### src/rtl/alu_rr_arbiter.sv
// Round-robin share of one W-bit ALU between two valid/ready requesters; result registered (1-cycle latency), tagged with id.
// Grants only when the result slot is free or draining this cycle; ALU_ARB_STATS_EN adds saturating per-requester grant counters.
module alu_rr_arbiter #(
  parameter int W     = 4,
  parameter int CNT_W = 8
) (
  input  logic               clk,
  input  logic               rst,
  input  logic [1:0]         req_valid,
  output logic [1:0]         req_ready,
  input  logic [2*W-1:0]     req_a,
  input  logic [2*W-1:0]     req_b,
  input  logic [5:0]         req_op,
  output logic               rsp_valid,
  input  logic               rsp_ready,
  output logic               rsp_id,
  output logic [W-1:0]       rsp_f,
  output logic               rsp_zero,
  output logic               rsp_over,
  output logic               rsp_cout,
  output logic [2*CNT_W-1:0] gnt_cnt
);

  typedef struct packed {
    logic [W-1:0] f;
    logic         zero;
    logic         over;
    logic         cout;
  } res_t;

  logic         last_gnt;
  logic         free;
  logic         sel;
  logic [W-1:0] a, b;
  logic [2:0]   op;
  logic [W:0]   sum, diff;
  logic         add_over, sub_over, less;
  res_t         alu, rsp_q;

  assign free = !rsp_valid || rsp_ready;
  assign sel  = (req_valid == 2'b11) ? !last_gnt : req_valid[1];

  // Gated by rst so that no handshake can complete in a reset cycle.
  always_comb begin
    req_ready = 2'b00;
    if (free && (|req_valid) && !rst)
      req_ready = sel ? 2'b10 : 2'b01;
  end

  assign a  = sel ? req_a[2*W-1:W] : req_a[W-1:0];
  assign b  = sel ? req_b[2*W-1:W] : req_b[W-1:0];
  assign op = sel ? req_op[5:3]    : req_op[2:0];

  assign sum      = {1'b0, a} + {1'b0, b};
  assign diff     = {1'b0, a} + {1'b0, ~b} + {{W{1'b0}}, 1'b1};
  assign add_over = (a[W-1] == b[W-1]) && (sum[W-1] != a[W-1]);
  assign sub_over = (a[W-1] != b[W-1]) && (diff[W-1] != a[W-1]);
  // Signed a<b is the sign of a-b corrected by overflow.
  assign less     = diff[W-1] ^ sub_over;

  always_comb begin
    alu = '0;
    case (op)
      3'b000: begin
        alu.f    = sum[W-1:0];
        alu.cout = sum[W];
        alu.over = add_over;
      end
      3'b001: begin
        alu.f    = diff[W-1:0];
        alu.cout = diff[W];
        alu.over = sub_over;
      end
      3'b011:  alu.f = a & b;
      3'b100:  alu.f = a | b;
      3'b101:  alu.f = a ^ b;
      3'b110:  alu.f = {{(W-1){1'b0}}, less};
      3'b111:  alu.f = {{(W-1){1'b0}}, a == b};
      default: alu.f = '0;
    endcase
    // Compares report flags of a-b; the reserved opcode reports none.
    if (op == 3'b110 || op == 3'b111) begin
      alu.cout = diff[W];
      alu.over = sub_over;
      alu.zero = (diff[W-1:0] == '0);
    end else if (op != 3'b010) begin
      alu.zero = (alu.f == '0);
    end
  end

  always_ff @(posedge clk) begin
    if (rst) begin
      rsp_valid <= 1'b0;
      rsp_id    <= 1'b0;
      rsp_q     <= '0;
      last_gnt  <= 1'b1;
    end else if (|req_ready) begin
      rsp_valid <= 1'b1;
      rsp_id    <= sel;
      rsp_q     <= alu;
      last_gnt  <= sel;
    end else if (rsp_ready) begin
      rsp_valid <= 1'b0;
    end
  end

  assign rsp_f    = rsp_q.f;
  assign rsp_zero = rsp_q.zero;
  assign rsp_over = rsp_q.over;
  assign rsp_cout = rsp_q.cout;

`ifdef ALU_ARB_STATS_EN
  logic [CNT_W-1:0] cnt [2];

  always_ff @(posedge clk) begin
    for (int i = 0; i < 2; i++) begin
      if (rst)
        cnt[i] <= '0;
      else if (req_ready[i] && cnt[i] != {CNT_W{1'b1}})
        cnt[i] <= cnt[i] + 1'b1;
    end
  end

  assign gnt_cnt = {cnt[1], cnt[0]};
`else
  assign gnt_cnt = '0;
`endif

endmodule

### config.mk
export PLATFORM = sky130hd
export DESIGN_NAME = alu_rr_arbiter
export DESIGN_NICKNAME = d
export VERILOG_FILES = /design/src/rtl/alu_rr_arbiter.sv
export SDC_FILE = /design/constraint.sdc
export NUM_CORES = 1
export LEC_CHECK = 0
export CAP_MARGIN = 30
export CORE_UTILIZATION = 45
export DETAILED_ROUTE_END_ITERATION = 8
export PLACE_DENSITY = 0.8
export SETUP_SLACK_MARGIN = 0.5
export SLEW_MARGIN = 0
export SYNTH_ARGS = -nofsm -noshare
export SYNTH_HDL_FRONTEND = slang
export SYNTH_SLANG_ARGS = --single-unit
### constraint.sdc
create_clock -name clk -period 3.7 [get_ports clk]
set_clock_uncertainty 0.05 [all_clocks]
set_input_delay 0.74 -clock clk [delete_from_list [all_inputs] [get_ports clk]]
set_output_delay 0.74 -clock clk [all_outputs]
set_load 0.05 [all_outputs]
# Word-level counts from Yosys, hierarchy flattened
# Cells that the tools add are included.
dict set report word_totals {
  reg_bits 10
  in_bits 27
}
dict set report classes {
  n_addsub 3
  n_eq_ne 13
  n_mux 13
  bitwise 5
  reduce_logical 15
}
# cell count
set ops {}
lappend ops {{4-bit case mux with 7 select lines} 1}
lappend ops {{3-bit == test (second input constant)} 4}
lappend ops {{4-bit by 4-bit adder with 5-bit output} 2}
lappend ops {{4-bit zero test} 2}
lappend ops {{4-bit two-way mux} 2}
lappend ops {{2-bit two-way mux} 3}
lappend ops {{5-bit by 1-bit adder with 5-bit output (second input constant)} 1}
lappend ops {{1-bit two-way mux} 5}
lappend ops {{4-bit bitwise AND} 1}
lappend ops {{4-bit == test} 1}
lappend ops {{1-bit logical AND} 4}
lappend ops {{4-bit NOT} 1}
lappend ops {{4-bit bitwise OR} 1}
lappend ops {{2-bit case mux with 2 select lines} 1}
lappend ops {{2-bit OR reduction} 2}
lappend ops {{4-bit XOR} 1}
lappend ops {{3-bit by 1-bit == test with 1-bit output (second input constant)} 1}
lappend ops {{3-bit by 2-bit == test with 1-bit output (second input constant)} 1}
lappend ops {{1-bit zero test} 3}
lappend ops {{3-bit zero test} 1}
lappend ops {{3-bit two-way mux} 1}
lappend ops {{1-bit inequality test} 3}
lappend ops {{3-bit by 2-bit inequality test with 1-bit output (second input constant)} 1}
lappend ops {{2-bit == test (second input constant)} 1}
lappend ops {{4 further kinds} 5}

# Logic depth before layout (Yosys ltp)
# Gate-level depths: netlist (run 1).
dict set report logic_depth {
  word_depth 13
  mapped_depth 17
  depth_no_buf 15
}

# Worst setup path after synthesis (run 1)
# No wires, ideal clock.
dict set report synth_timing {
  path_kind {in2reg}
  from {in req_valid[1]}
  to {reg rsp_q (netlist bit rsp_zero)}
  arrival_ns 3.155
  required_time_ns 3.554
  setup_slack_ns 0.400
  path_stages 12
  cell_sequence {a21bo_4 > buf_12 > buf_2 > mux2i_1 > ha_1 > clkbuf_1 > nor2_1 > nor2_1 > fa_1 > a21o_1 > o221ai_2 > o41ai_2}
}
dict set report synth_via {
  elab_chain_cells 13
  elab_cells_between_ends 37
  cone_classes {add/sub: 3; eq/ne: 11; mux: 9; bitwise: 5; reduce/logical: 9}
}
# element line
set synth_rtl {}
lappend synth_rtl {{start, declared} 9} ;# input logic [1:0] req_valid,
lappend synth_rtl {{2-bit == test} 41} ;# assign sel = (req_valid == 2'b11) ? !last_gnt : req_valid[1];
lappend synth_rtl {{1-bit two-way mux} 41}
lappend synth_rtl {{4-bit two-way mux} 51} ;# assign b = sel ? req_b[2*W-1:W] : req_b[W-1:0];
lappend synth_rtl {{4-bit NOT} 55} ;# assign diff = {1'b0, a} + {1'b0, ~b} + {{W{1'b0}}, 1'b1};
lappend synth_rtl {{4-bit by 4-bit adder with 5-bit output} 55}
lappend synth_rtl {{5-bit by 1-bit adder with 5-bit output} 55}
lappend synth_rtl {{1-bit inequality test} 57} ;# assign sub_over = (a[W-1] != b[W-1]) && (diff[W-1] != a[W-1]);
lappend synth_rtl {{1-bit logical AND} 57}
lappend synth_rtl {{1-bit XOR} 59} ;# assign less = diff[W-1] ^ sub_over;
lappend synth_rtl {{4-bit case mux with 7 select lines} 63} ;# case (op)
lappend synth_rtl {{4-bit zero test} 87} ;# alu.zero = (alu.f == '0);
lappend synth_rtl {{1-bit two-way mux} 86} ;# end else if (op != 3'b010) begin
lappend synth_rtl {{1-bit two-way mux} 82} ;# if (op == 3'b110 || op == 3'b111) begin
lappend synth_rtl {{end signal, assigned} 100} ;# rsp_q <= alu;
lappend synth_rtl {{end, declared} 38} ;# res_t alu, rsp_q;
# Parallel ways exist; a longest one is shown, timed or not.
# A chain may end at the register's enable or synchronous reset.

# Worst setup path in the final report (run 1)
dict set report layout_timing {
  from {in req_b[1]}
  to {reg rsp_q (netlist bit rsp_over)}
}
dict set report layout_via {
  elab_chain_cells 8
  elab_cells_between_ends 11
  cone_classes {add/sub: 3; eq/ne: 2; mux: 3; bitwise: 1; reduce/logical: 2}
}
# element line
set layout_rtl {}
lappend layout_rtl {{start, declared} 12} ;# input logic [2*W-1:0] req_b,
lappend layout_rtl {{4-bit two-way mux (*)} 51}
lappend layout_rtl {{4-bit NOT} 55}
lappend layout_rtl {{4-bit by 4-bit adder with 5-bit output} 55}
lappend layout_rtl {{5-bit by 1-bit adder with 5-bit output} 55}
lappend layout_rtl {{1-bit inequality test} 57}
lappend layout_rtl {{1-bit logical AND} 57}
lappend layout_rtl {{2-bit case mux with 2 select lines} 63}
lappend layout_rtl {{2-bit two-way mux (*)} 82}
# Mark *: on every way between the ends. The rest lies on a longest branch, timed or not.

==> results of run 1 <==
[power breakdown]
group	internal [mW]	switching (mW)
clock network	0.0376	0.0364
registers	0.119	0.00673
logic	0.154	0.232
[cell usage in the layout (no fill, tap or decap), types with 7 or more instances in the layout]
| cell | instances |
|---|---|
| buf_4 | 11 |
| conb_1 | 16 |
| inv_1 | 18 |
| clkdlybuf4s50_1 | 33 |
| nand2_1 | 20 |
| o221ai_1 | 8 |
| mux2i_1 | 9 |
| ha_1 | 10 |
| nand2b_1 | 7 |
| nor2_1 | 17 |
| a21oi_1 | 11 |
| dfxtp_1 | 10 |
[critical path, cell delays in order]
cell             delay [ns]
clkdlybuf4s50_1        0.51
nand2_2                0.09
nand2_4                0.11
ha_4                   0.22
nor2_1                 0.10
nor2_1                 0.05
nor2_1                 0.10
nor2_1                 0.06
fa_1                   0.57
xor2_1                 0.17
o2111ai_1              0.13
a311oi_1               0.27
[flip-flops by register name, indices dropped and copies added (netlist names)]
| signal | flops |
|---|---|
| rsp_f | 4 |
| last_gnt | 1 |
| rsp_cout | 1 |
| rsp_id | 1 |
| rsp_over | 1 |
| rsp_valid | 1 |
| rsp_zero | 1 |
[cells in the mapped netlist, drive strengths merged, types with 4 or more instances]
master  instances
nor2           17
o221ai          9
buf            21
a21oi          11
nand2b          7
dfxtp          10
inv            18
nand2          27
ha             12
mux2i          10
nor3            4
[repair_timing]
item	4_1_cts	5_1_grt
hold buffers	0	0
buffers inserted	1	0
pin swaps	6	8
resized for setup	7	6
gates cloned	0	0
endpoints found under the setup margin	5	1
[metal layers]
metal  track usage (%)  routed length [µm]
met1              29.2                1700
met2              35.3                1810
met4              7.47                  94
met5                 0                   0
met3              4.26                 209
[metrics by stage]
step / hold WS, ns / area, µm²
after floorplan: 0.498 / 1660
after global placement: 0.407 / 1940
after detailed placement: 0.407 / 1940
after CTS: 0.416 / 1990
after global routing: 0.450 / 1980
final: 0.417 / 1980
[logic make-up after synthesis]
family | after synthesis | share of synthesized area, %
and+or+nand+nor | 67 | 19.7
AOI/OAI and AO/OA | 45 | 25.6
buffers and inverters | 42 | 15.6
adders and majority gates | 15 | 13.4
muxes | 13 | 9.83
DFF | 10 | 12.8
xor gates and xnor gates | 5 | 2.80
other | 1 | 0.240
[worst paths after layout]
| path | to | depth (start not counted) |
|---|---|---|
| setup / recovery | rsp_over | 12 |
| hold / removal | rsp_f[0] | 2 |
| setup reg to reg | rsp_over | 12 |
| hold reg to reg | rsp_f[0] | 2 |
[final cells by class]
cell class                      instances  share of cell area, %
Clock buffer                            3                   1.14
Inverter                               18                   3.41
Multi-Input combinational cell        161                   61.1
Sequential cell                        10                   10.1
Tap cell                               46                   2.90
Timing Repair Buffer                   46                   21.3
==> flow_metrics.tcl, run 1 <==
set metrics [dict create \
    grt_pass1_vias 1319 \
    cts-buffers-inserted 3 \
    ant_nets 0 \
    post-route-util_pct 59.4 \
    fmax_mhz 334 \
    grt_max_degree 15 \
    p_leak_nw 0.915 \
    path_max_fanout 4 \
    tightest_slew_ns 0.499 \
    syn_to_final_growth_pct 26.7 \
    pwr_density_cell_nw_per_um2 295 \
    hold_class "reg2reg" \
    die_w_um 61.0 \
    diodes 0 \
    dp_hpwl_um 3020 \
    core-area_um2 3340 \
    total_power_mw 0.586 \
    grt-ovfl-total 0 \
    h-tree-depth 1 \
    drt_iter0_markers 51 \
    clkSlewWorstSetupHoldPaths_ns 0.06 \
    yosysSeqAreaShare_pct 12.8 \
    wire_per_inst_um 13.4 \
    outcome "finished clean" \
    crit_required_ns 3.83 \
    synthCells 198 \
    worstHoldStart "rsp_f[0]" \
    slew_headroom_pct 66.6 \
    startpoint "req_b[1]" \
    ir_drop_v 0.000177 \
    setup_viol_count_final 0 \
    rsz0062_at_grt "false" \
    synth_area_leaders "dfxtp_1 (13%), ha_1 (9.6%), buf_4 (8.6%), nand2_1 (6.2%), mux2i_1 (5.8%)" \
    syn_area_um2 1570 \
    ys_warn_count 0 \
    start_util_pct 46.9 \
    die_h_um 61.0 \
    synth_edf_count 0 \
    rr_startpoint "last_gnt" \
    dr.pass1.iters 4 \
    postSynthAreaPerCell_um2 7.91 \
    row_count 21 \
    synth_ff_type "dfxtp_1" \
    finalWorstSetupSlack_ns 0.706 \
    track_usage_pct 21.9 \
    wl_um 3820 \
    numClockSinks 10 \
    startpoint_type "input pin" \
    grt_pass1_wl_um 6020 \
    fillers 315 \
    cts_root_buffer "clkbuf_4" \
    route.detailed.drc 0 \
    place_ws_ns 0.0616 \
    period_share_pct 80.9 \
    ios 54 \
    yosysUniqueCellTypes 46 \
    dieArea_um2 3720 \
    async_flop_share_pct 0 \
    clkLatencyLatePin_ns 0.27 \
    fin_tns_setup_ns 0 \
    maxSlewViolCount 0 \
    synth_top_area_share_pct 12.8 \
    cts.path.max_buffers 2 \
    drive_gt1_share_pct 14.7 \
    r2r_slack_ns 1.02 \
    yosys.area.top_type "dfxtp_1" \
    multi_input_area_um2 1210 \
    place_inst 280 \
    cts_tree "yes" \
    worst_ep_arrival_time_ns 3.12 \
    final_cells 284 \
    antenna_found_initial 0 \
    num-nets-final 282 \
    cap_violations 0 \
    hold_viol_final 0 \
    end_kind "register" \
    fin_crit_ns 2.99 \
    synth-seq-cells 10 \
    gp_congestion 0.956 \
    num_vias 1492 \
    portBuffers 37 \
    register_area_um2 200 \
    via_per_inst 5.25 \
    criticalPathCategory "in2reg" \
]
Note: power is estimated with default switching activity, not from simulation.
==> inputs of run 2 (changes only) <==
CORE_UTILIZATION = 42   (was 45)
PLACE_DENSITY = 0.78   (was 0.8)
clock period = 2.5 ns   (was 3.7 ns; I/O delays follow)
==> flow_metrics.tcl, run 2 (synthesized netlist as in run 1, its figures left out) <==
set metrics [dict create \
    fin_crit_ns 2.71 \
    grt_max_degree 15 \
    die_h_um 63.0 \
    cts_root_buffer "clkbuf_8" \
    share_comb_of_total_power_pct 69.3 \
    multi_input_area_um2 1400 \
    mostFrequentLayoutCells "buf_4 (44), clkdlybuf4s50_1 (24), conb_1 (16), inv_1 (15), nand2_1 (14)" \
    cap_violations 0 \
    clkLatencyLatePin_ns 0.24 \
    clkSlewWorstSetupHoldPaths_ns 0.05 \
    cp_cell_sequence "buf_8 > a21boi_4 > nand2_1 > nand2_2 > inv_2 > ha_4 > nor2_2 > nor2_2 > nor2_4 > nor2_4 > fa_2 > buf_6 > a21o_1 > o221ai_2 > o211a_1" \
    ios 54 \
    drive_gt1_share_pct 39.3 \
    grt_pass1_vias 1589 \
    route.detailed.drc 0 \
    holdBufCountCts 0 \
    outcome "complete, but fails checks" \
    end_kind "register" \
    antenna_found_initial 0 \
    mostFrequentLayoutCell "buf_4" \
    register_area_um2 204 \
    h-tree-depth 1 \
    largest_reg_flops 4 \
    p_int_mw 0.650 \
    via_per_inst 5.27 \
    rsz0062_at_grt "true" \
    track_usage_pct 23.0 \
    seq_power_share_pct 16.3 \
    dieArea_um2 3970 \
    maxSlewViolCount 0 \
    fmax_mhz 369 \
    dp_hpwl_um 3250 \
    p_sw_share_pct 43.4 \
    wire_per_inst_um 15.0 \
    start_util_pct 45.5 \
    portBuffers 37 \
    numClockSinks 10 \
    placed_cell_area_um2 2200 \
    cts.path.max_buffers 2 \
    syn_to_final_growth_pct 63.5 \
    crit_slowest_cell "fa_2" \
    path_max_fanout 6 \
    pwr_density_cell_nw_per_um2 449 \
    cts-buffers-inserted 3 \
    postLayoutCellArea_um2 2560 \
    fin_tns_setup_ns -0.781 \
    gp_congestion 0.875 \
    power_frac_clock_pct 14.5 \
    drt_iter0_markers 94 \
    dr.pass1.iters 4 \
    fillers 240 \
    switching_power_mw 0.498 \
    hold_class "reg2reg" \
    violations "negative setup slack" \
    crit_required_ns 2.57 \
    ant_nets 0 \
    grt_pass1_wl_um 7270 \
    startpoint_type "input pin" \
    core-area_um2 3440 \
    setup_viol_count_final 4 \
    cts_tree "yes" \
    wl_um 4880 \
    hold_viol_final 0 \
    p_leak_nw 1.17 \
    row_count 21 \
    die_w_um 63.0 \
    slew_headroom_pct 65.6 \
    num-nets-final 324 \
    criticalPathCategory "in2reg" \
    finalWorstSetupSlack_ns -0.212 \
    worst_ep_arrival_time_ns 2.78 \
    slowest_delay_ns 0.56 \
    period_share_pct 108 \
    grt-ovfl-total 0 \
    ir_drop_v 0.000384 \
    tightest_slew_ns 0.514 \
    num_vias 1718 \
    diodes 0 \
]
run 2: final timing paths:
path                      from  endpoint  slack [ns]  depth (start not counted)
setup reg to reg      last_gnt  rsp_f[3]       -0.19                         14
hold / removal        rsp_f[0]  rsp_f[0]        0.40                          2
setup / recovery  req_valid[0]  rsp_f[3]       -0.21                         15
hold reg to reg       rsp_f[0]  rsp_f[0]        0.40                          2
run 2: area by class of cell:
cell class                      instances  share of cell area [%]
Sequential cell                        10                    7.97
Inverter                               18                    2.64
Clock buffer                            3                    1.61
Multi-Input combinational cell        161                    54.8
Timing Repair Buffer                   88                    30.7
Tap cell                               46                    2.25
run 2: what timing repair did:
action / CTS / global route
pin swaps: 28 / 18
setup endpoints to repair: 11 / 9
setup buffers: 8 / 5
gates resized for setup: 47 / 28
run 2: power groups by stage:
stage	clock (mW)	combinational [mW]	sequential (mW)
detailed placement	0	0.646	0.189
global placement	0	0.640	0.189
CTS	0.169	0.702	0.187
finish	0.166	0.796	0.187
global route	0.180	0.841	0.189
floorplan	0	0.396	0.240
run 2: worst max-delay path, delay by kind of cell:
kind            cells  cell delay (ns)
fa+ha+maj           2             0.72
compound gates      4             0.74
simple gates        6             0.55
buf+inv             3             0.27
run 2: routing by layer:
metal | up-vias | GRT usage (%) | part of all wire, %
li1 | 824 | - | -
met1 | 791 | 28.0 | 41
met2 | 89 | 41.1 | 49
met3 | 14 | 3.65 | 6.9
met4 | 0 | 6.40 | 2.4
met5 | - | 0 | 0
run 2: stage by stage:
step	utilization, %	power, mW	std cells	hold WS, ns	setup slack (ns)
after global routing	74.4	1.21	326	0.426	-0.318
after CTS	70.1	1.06	321	0.401	-0.114
after detailed placement	63.9	0.835	310	0.397	-0.827
after floorplan	-	0.636	213	0.498	-0.385
after global placement	63.9	0.829	310	0.394	-0.760
final	74.4	1.15	326	0.400	-0.212
